## src/rtl/register_file_mp.sv

```systemverilog
// Multi-port register file: register 0 hard-wired to zero, highest write port wins,
// optional write-to-read bypass, and a sequenced clear that walks registers 1..DEPTH-1.
module register_file_mp #(
  parameter int WIDTH  = 32,
  parameter int DEPTH  = 32,
  parameter int NUM_RD = 2,
  parameter int NUM_WR = 2,
  parameter int BYPASS = 1,
  localparam int AW    = (DEPTH > 1) ? $clog2(DEPTH) : 1
) (
  input  logic                     clk,
  input  logic                     rst,
  input  logic [NUM_WR-1:0]        wr_en,
  input  logic [NUM_WR*AW-1:0]     wr_addr,
  input  logic [NUM_WR*WIDTH-1:0]  wr_data,
  input  logic [NUM_RD*AW-1:0]     rd_addr,
  output logic [NUM_RD*WIDTH-1:0]  rd_data,
  input  logic                     clr_req,
  output logic                     clr_busy,
  output logic                     clr_done,
  output logic                     wr_conflict
);

  typedef enum logic [1:0] {
    ST_IDLE  = 2'd0,
    ST_CLEAR = 2'd1,
    ST_DONE  = 2'd2
  } clr_state_t;

  clr_state_t        state_r;
  logic [AW-1:0]     cnt_r;
  logic [WIDTH-1:0]  mem_r    [DEPTH];

  logic [AW-1:0]     wa_s     [NUM_WR];
  logic [WIDTH-1:0]  wd_s     [NUM_WR];
  logic [NUM_WR-1:0] wr_req_s;
  logic [NUM_WR-1:0] wr_ok_s;
  logic              conflict_s;
  logic [WIDTH-1:0]  rd_val_s [NUM_RD];

  // Address 0 and anything beyond the array are never stored.
  function automatic logic addr_ok(input logic [AW-1:0] a);
    return (32'(a) < 32'(DEPTH)) && (a != {AW{1'b0}});
  endfunction

  // Unpack write ports; external writes are suppressed while a clear is running.
  always_comb begin
    for (int p = 0; p < NUM_WR; p++) begin
      wa_s[p]     = wr_addr[p*AW +: AW];
      wd_s[p]     = wr_data[p*WIDTH +: WIDTH];
      wr_req_s[p] = wr_en[p] & ~clr_busy;
      wr_ok_s[p]  = wr_req_s[p] & addr_ok(wa_s[p]);
    end
  end

  // Any pair of live write ports aimed at the same nonzero address.
  always_comb begin
    conflict_s = 1'b0;
    for (int p = 0; p < NUM_WR; p++) begin
      for (int q = p + 1; q < NUM_WR; q++) begin
        conflict_s = conflict_s | (wr_req_s[p] & wr_req_s[q] &
                                   (wa_s[p] == wa_s[q]) & (wa_s[p] != {AW{1'b0}}));
      end
    end
  end

  // Read mux; ascending port scan lets the highest matching writer override the stored value.
  always_comb begin
    for (int r = 0; r < NUM_RD; r++) begin
      rd_val_s[r] = addr_ok(rd_addr[r*AW +: AW]) ? mem_r[rd_addr[r*AW +: AW]] : {WIDTH{1'b0}};
      for (int p = 0; p < NUM_WR; p++) begin
        rd_val_s[r] = ((BYPASS != 0) && wr_ok_s[p] && (wa_s[p] == rd_addr[r*AW +: AW]))
                      ? wd_s[p] : rd_val_s[r];
      end
    end
  end

  // Pack read results onto the output bus.
  always_comb begin
    rd_data = {NUM_RD*WIDTH{1'b0}};
    for (int r = 0; r < NUM_RD; r++) begin
      rd_data[r*WIDTH +: WIDTH] = rd_val_s[r];
    end
  end

  // Storage: later (higher) ports in the loop override earlier ones at the same address.
  always_ff @(posedge clk) begin
    if (!rst) begin
      for (int i = 0; i < DEPTH; i++) begin
        mem_r[i] <= {WIDTH{1'b0}};
      end
    end else begin
      if (state_r == ST_CLEAR) begin
        mem_r[cnt_r] <= {WIDTH{1'b0}};
      end
      for (int p = 0; p < NUM_WR; p++) begin
        if (wr_ok_s[p]) begin
          mem_r[wa_s[p]] <= wd_s[p];
        end
      end
    end
  end

  // Clear sequencer with registered busy/done flags.
  always_ff @(posedge clk) begin
    if (!rst) begin
      state_r  <= ST_IDLE;
      cnt_r    <= {AW{1'b0}};
      clr_busy <= 1'b0;
      clr_done <= 1'b0;
    end else begin
      case (state_r)
        ST_IDLE: begin
          clr_done <= 1'b0;
          if (clr_req) begin
            cnt_r    <= AW'(1);
            state_r  <= ST_CLEAR;
            clr_busy <= 1'b1;
          end
        end
        ST_CLEAR: begin
          if (cnt_r == AW'(DEPTH - 1)) begin
            state_r  <= ST_DONE;
            clr_busy <= 1'b0;
            clr_done <= 1'b1;
          end else begin
            cnt_r <= cnt_r + 1'b1;
          end
        end
        ST_DONE: begin
          clr_done <= 1'b0;
          state_r  <= ST_IDLE;
        end
        default: begin
          state_r  <= ST_IDLE;
          clr_busy <= 1'b0;
          clr_done <= 1'b0;
        end
      endcase
    end
  end

  // Conflict flag reflects the previous cycle's write pattern.
  always_ff @(posedge clk) begin
    if (!rst) begin
      wr_conflict <= 1'b0;
    end else begin
      wr_conflict <= conflict_s;
    end
  end

endmodule

```

## config.mk

```make
export PLATFORM = sky130hd
export DESIGN_NAME = register_file_mp
export DESIGN_NICKNAME = d
export VERILOG_FILES = /design/src/rtl/register_file_mp.sv
export SDC_FILE = /design/constraint.sdc
export NUM_CORES = 2
export LEC_CHECK = 0
export CORE_UTILIZATION = 45
export DETAILED_ROUTE_END_ITERATION = 10
export DONT_BUFFER_PORTS = 1
export GPL_ROUTABILITY_DRIVEN = 0
export PLACE_DENSITY = 0.58
export SETUP_SLACK_MARGIN = 0.3
export SLEW_MARGIN = 5
export SYNTH_ARGS = -nofsm -noshare
export SYNTH_HDL_FRONTEND = slang
export SYNTH_SLANG_ARGS = --single-unit
```

## constraint.sdc

```tcl
create_clock -name clk -period 5.7 [get_ports clk]
set_input_delay 0.855 -clock clk [delete_from_list [all_inputs] [get_ports clk]]
set_output_delay 0.855 -clock clk [all_outputs]
set_load 0.005 [all_outputs]
```

-- Yosys cells after proc, flatten, opt, wreduce, memory -nomap -nowiden
Memory sizes are Yosys's and may differ from the RTL's.
Index checks and enable logic that the tools add are counted.
- bits in registers: 10
- latch bits: 0
- memory bits (writable): 1024
- bits in read-only memories: 0
- input port bits: 89
- logic and storage cells: 78
- memories: 1
- memory list (name ; words ; width ; read ports ; clocked after Yosys merged registers in ; wr ports ; RTL line ; RTL):
    mem_r ; 32 ; 32 ; 2 ; 0 ; 32 ; 32 ; logic [WIDTH-1:0] mem_r [DEPTH];
- $add $sub $neg: 1
- $mul: 0
- div/mod/pow operators: 0
- order comparisons: 0
- eq/ne operators: 11
- shift operators: 0
- mux-type cells: 34
- bitwise logic cells: 9
- reductions and logical operators: 17
- operator list (kind ; number):
    32-bit two-way mux ; 9
    32-bit OR reduction ; 3
    5-bit equality test ; 5
    5-bit two-way mux ; 5
    5-bit nonzero test ; 4
    1-bit two-way mux ; 15
    5-bit one-hot mux with 2 select lines ; 1
    1-bit bitwise AND ; 7
    3-bit AND reduction ; 2
    5-bit by 1-bit adder with 5-bit output (second input constant) ; 1
    5-bit equality test (second input constant) ; 1
    1-bit logical AND ; 4
    2-bit two-way mux ; 2
    2-bit inequality test (second input constant) ; 2
    2-bit one-hot mux with 2 select lines ; 1
    2-bit AND reduction ; 2
    1-bit one-hot mux with 3 select lines ; 1
    2-bit by 1-bit equality test with 1-bit output (second input constant) ; 1
    2-bit equality test (second input constant) ; 1
    2-bit logical NOT ; 1
    2-bit by 1-bit inequality test with 1-bit output (second input constant) ; 1
    1-bit NOT ; 2
    2-bit nonzero test ; 1

-- Depth between registers and ports, before layout
- word-level depth: 8
- gate-level depth with buffers: 10
- gate-level depth less buffers: 7

-- Least setup slack after synthesis
Ideal clock, no wire load.
- path kind: input to register
- from: input wr_en[1]
- to: memory mem_r[11][0], enable pin
- library setup time: 0.431 ns
- data arrival time: 3.196 ns
- required time: 5.269 ns
- setup slack: 2.073 ns
- stages on the path: 7
- cell sequence: and3_1 -> clkbuf_1 -> nand3_1 -> nor3_1 -> clkbuf_1 -> a21oi_1 -> o211ai_1
- RTL lines (what ; RTL line ; RTL):
    start, declared ; 13 ; input logic [NUM_WR-1:0] wr_en,
    end, declared ; 32 ;

-- Worst setup path after layout
- from: input rd_addr[1]
- to: output rd_data[8]
- cells in the longest elaborated chain, start to end: 4
- ends and longest elaborated chain (what ; RTL line ; RTL):
    start, declared ; 16 ; input logic [NUM_RD*AW-1:0] rd_addr,
    memory 32 x 32 bit (tied with other cells) ; - ;
    32-bit two-way mux / 1-bit logical AND (equally long branches) ; 70, 72 ;
    32-bit two-way mux ; 73 ; ? wd_s[p] : rd_val_s[r];
    32-bit two-way mux * ; 73 ;
    end, declared ; 17 ; output logic [NUM_RD*WIDTH-1:0] rd_data,
Mark *: on every way between the ends. The rest lies on a longest branch, timed or not.

==> results by group <==
Detailed routing
  – DR pass1 iterations: 8
  – Final wirelength: approximately 270 mm
  – Vias: 48974
  – Remaining DRCs: 0
  – Vias/cell: 7.48
  – Post-detailed-route wirelength per cell: 40.8 µm
  – Routed Antenna Nets: 0
  – 1st-iter DRT viols: 8194

Placement
  – Placed Instance Area: ~63000 µm²
  – Placed Cells: 6325
  – Post-DP HPWL: 145 mm
  – Count of input and output buffers: 0
  – Post-placement worst setup slack: between 1000 and 1500 ps

Final layout
  – Final Net Count: 4756
  – Share of cells above drive strength 1: between 10% and 20%
  – Non-filler instance count after layout: between 6000 and 7000
  – Synth-to-Final Area Change: 7.88%
  – Fin area: 66900 µm²

Critical path
  – CP Class: in2out
  – WP data arrival: 4030 ps
  – Worst Setup Start Kind: input pin
  – Worst path required time: just under 5000 ps
  – Crit. End Element: output pin
  – Critical Path Fanout Max: 515

Logic synthesis
  – Synth warnings: 0
  – Syn Inst Count: 5107
  – Top-count cell post-synth: edfxtp_1
  – Yosys reg bits: 1034
  – Top_reg_cell synth: edfxtp_1
  – Post-synth EDFFs: 1024
  – Mean Syn Cell Area: 12.1 µm²
  – Post-Syn Area: a little over 60000 µm²
  – Leading area contributor after synthesis: edfxtp_1
  – Post-synth top cells: 1024 x edfxtp_1, 740 x a22o_1, 591 x nand2_1
  – Share of the synthesized area in the top cell type: 49.6%
  – Post-synthesis sequential area ratio: 49.9%
  – Post-synth cell types: 55
  – Largest cells by area after synthesis: edfxtp_1 50%, a22o_1 10%, mux4_2 9.2%
  – Asr flop ratio synth: 0%

Clocking
  – Max Buffers Root-to-Sink: 3
  – CTS tree: done
  – Root Driver: clkbuf_16
  – Post-CTS setup buffers: 0
  – H-tree Lvls: 3
  – Post-CTS sizing: 0
  – Clock Sinks: 1034
  – Skew-Pair Late Insertion Delay: 780 ps
  – Clk slew on worst S/H paths: 60 ps
  – CTS Buf Count: 116
  – Hold buffers post-CTS: 0

Global route
  – Vias in the first global route: 46226
  – Global-route wire length before repair: 366 mm
  – Antenna violations before repair: 12
  – Largest net degree at the start of global routing: 516
  – GRT overflow: 0
  – GRT Overall Usage: 37.3%

STA
  – RSZ-0062 raised after global routing: no
  – Clock skew: between 40 and 50 ps
  – Setup Viol. Count Final: 0
  – Fin Setup TNS: 0 ps
  – Slew Viols, Final: 351
  – Max Clock Freq: 0.205 GHz
  – Slew HR: -36.1%
  – PnR worst setup slack: a little over 800 ps
  – Min cycle time layout: between 4000 and 5000 ps
  – Final Hold Vio Count: 0
  – Tcrit/Tclk final: 85.7%
  – Least-Margin Pin Slew: 2040 ps

Job
  – Max Cap Viol: 0

Floorplan
  – Die H: 373 µm
  – Die extent in x: 373 µm
  – # rows: 135
  – I/O pin cnt: about 160
  – Core Region: between 100000 and 150000 µm²
  – Die area: around 140000 µm²
  – Initial core utilization: 45.5%

Power and ir drop
  – Cell Pwr Density: 274 nW/µm²
  – Maximum vdd drop: 0.000282 V
  – Pwr Total: about 18000 µW
  – Leakage: 0.0238 µW

Status
  – Status: finished, violations left
  – Violated checks: slew limit

Hold path
  – Worst hold path class: in2reg
[final cells by class]
cell class / instances / area, µm²
multi-input combinational: 3354 / 28700
clock buffer: 141 / 3020
inverter: 5 / 18.8
sequential: 1034 / 30900
fill: 11673 / 69300
antenna: 10 / 25.0
timing repair buffer: 151 / 1310
clock inverter: 70 / 681
tap: 1781 / 2230
[routing by layer]
metal / vias up / routed length [µm] / GRT usage (%)
met3: 872 / 40500 / 11.8
met4: 10 / 17400 / 21.4
met2: 4413 / 110000 / 52.4
li1: 19303 / - / -
met5: - / 74 / 0
met1: 24376 / 99300 / 50.7
[placed cells by master (no fill, tap or decap), drive strengths merged, types with 13 or more instances in the layout]
master | Yosys | routed
a21oi | 87 | 87
a221o | 31 | 31
a221oi | 68 | 68
a22o | 740 | 740
a22oi | 156 | 156
a31oi | 32 | 32
buf | 216 | 151
bufinv | 0 | 13
clkbuf | 529 | 141
clkinv | 0 | 52
conb | 1 | 32
edfxtp | 1024 | 1024
mux2 | 188 | 188
mux2i | 456 | 456
mux4 | 254 | 254
nand2 | 591 | 591
nand3 | 126 | 126
nor2 | 97 | 97
nor3 | 15 | 15
o21ai | 197 | 197
o22ai | 125 | 125
or4 | 32 | 32
xnor2 | 14 | 14
xor2 | 13 | 13
[where the power goes]
| part | switching, µW | total (µW) | internal (µW) |
|---|---|---|---|
| clock network | 3290 | 7610 | 4320 |
| registers | 171 | 8840 | 8670 |
| logic | 1070 | 1880 | 813 |
[final timing paths]
path | endpoint | cells past startpoint | slack, ps | start
worst min-delay path | clr_busy | 1 | 200 | rst
worst min register to register | cnt_r[1] | 2 | 520 | cnt_r[1]
worst max register to register | mem_r[5][6] | 6 | 1870 | state_r[0]
worst max-delay path | rd_data[8] | 6 | 810 | rd_addr[1]
[state kept, by name, indices dropped and copies added (netlist names)]
signal,cells
wr_conflict,1
clr_busy,1
cnt_r,5
clr_done,1
state_r,2
mem_r,1024
[cells by family (layout without fill, tap and decap cells)]
| family | after synthesis | after routing | synth area share (%) |
|---|---|---|---|
| AOI/OAI and AO/OA | 1459 | 1459 | 18.0 |
| DFF | 1034 | 1034 | 49.9 |
| and+or+nand+nor | 933 | 933 | 6.52 |
| muxes | 898 | 898 | 20.0 |
| buffers and inverters | 750 | 367 | 5.04 |
| xor gates and xnor gates | 27 | 27 | 0.381 |
| adders and majority gates | 5 | 5 | 0.101 |
| other | 1 | 42 | 0.00605 |
[per-stage QoR]
step / hold slack (ps) / utilization, %
final: 205 / 49.1
after global placement: 509 / 46.4
after floorplan: 464 / -
after CTS: 189 / 49.1
after global routing: 221 / 49.1
after detailed placement: 513 / 46.4
[critical path: stages]
cell and delay (ps):
mux2_2 650, o22ai_1 80, a221oi_1 320, o22ai_1 260
or4_1 630, a31oi_1 320
Note: power is estimated with default switching activity, not from simulation.
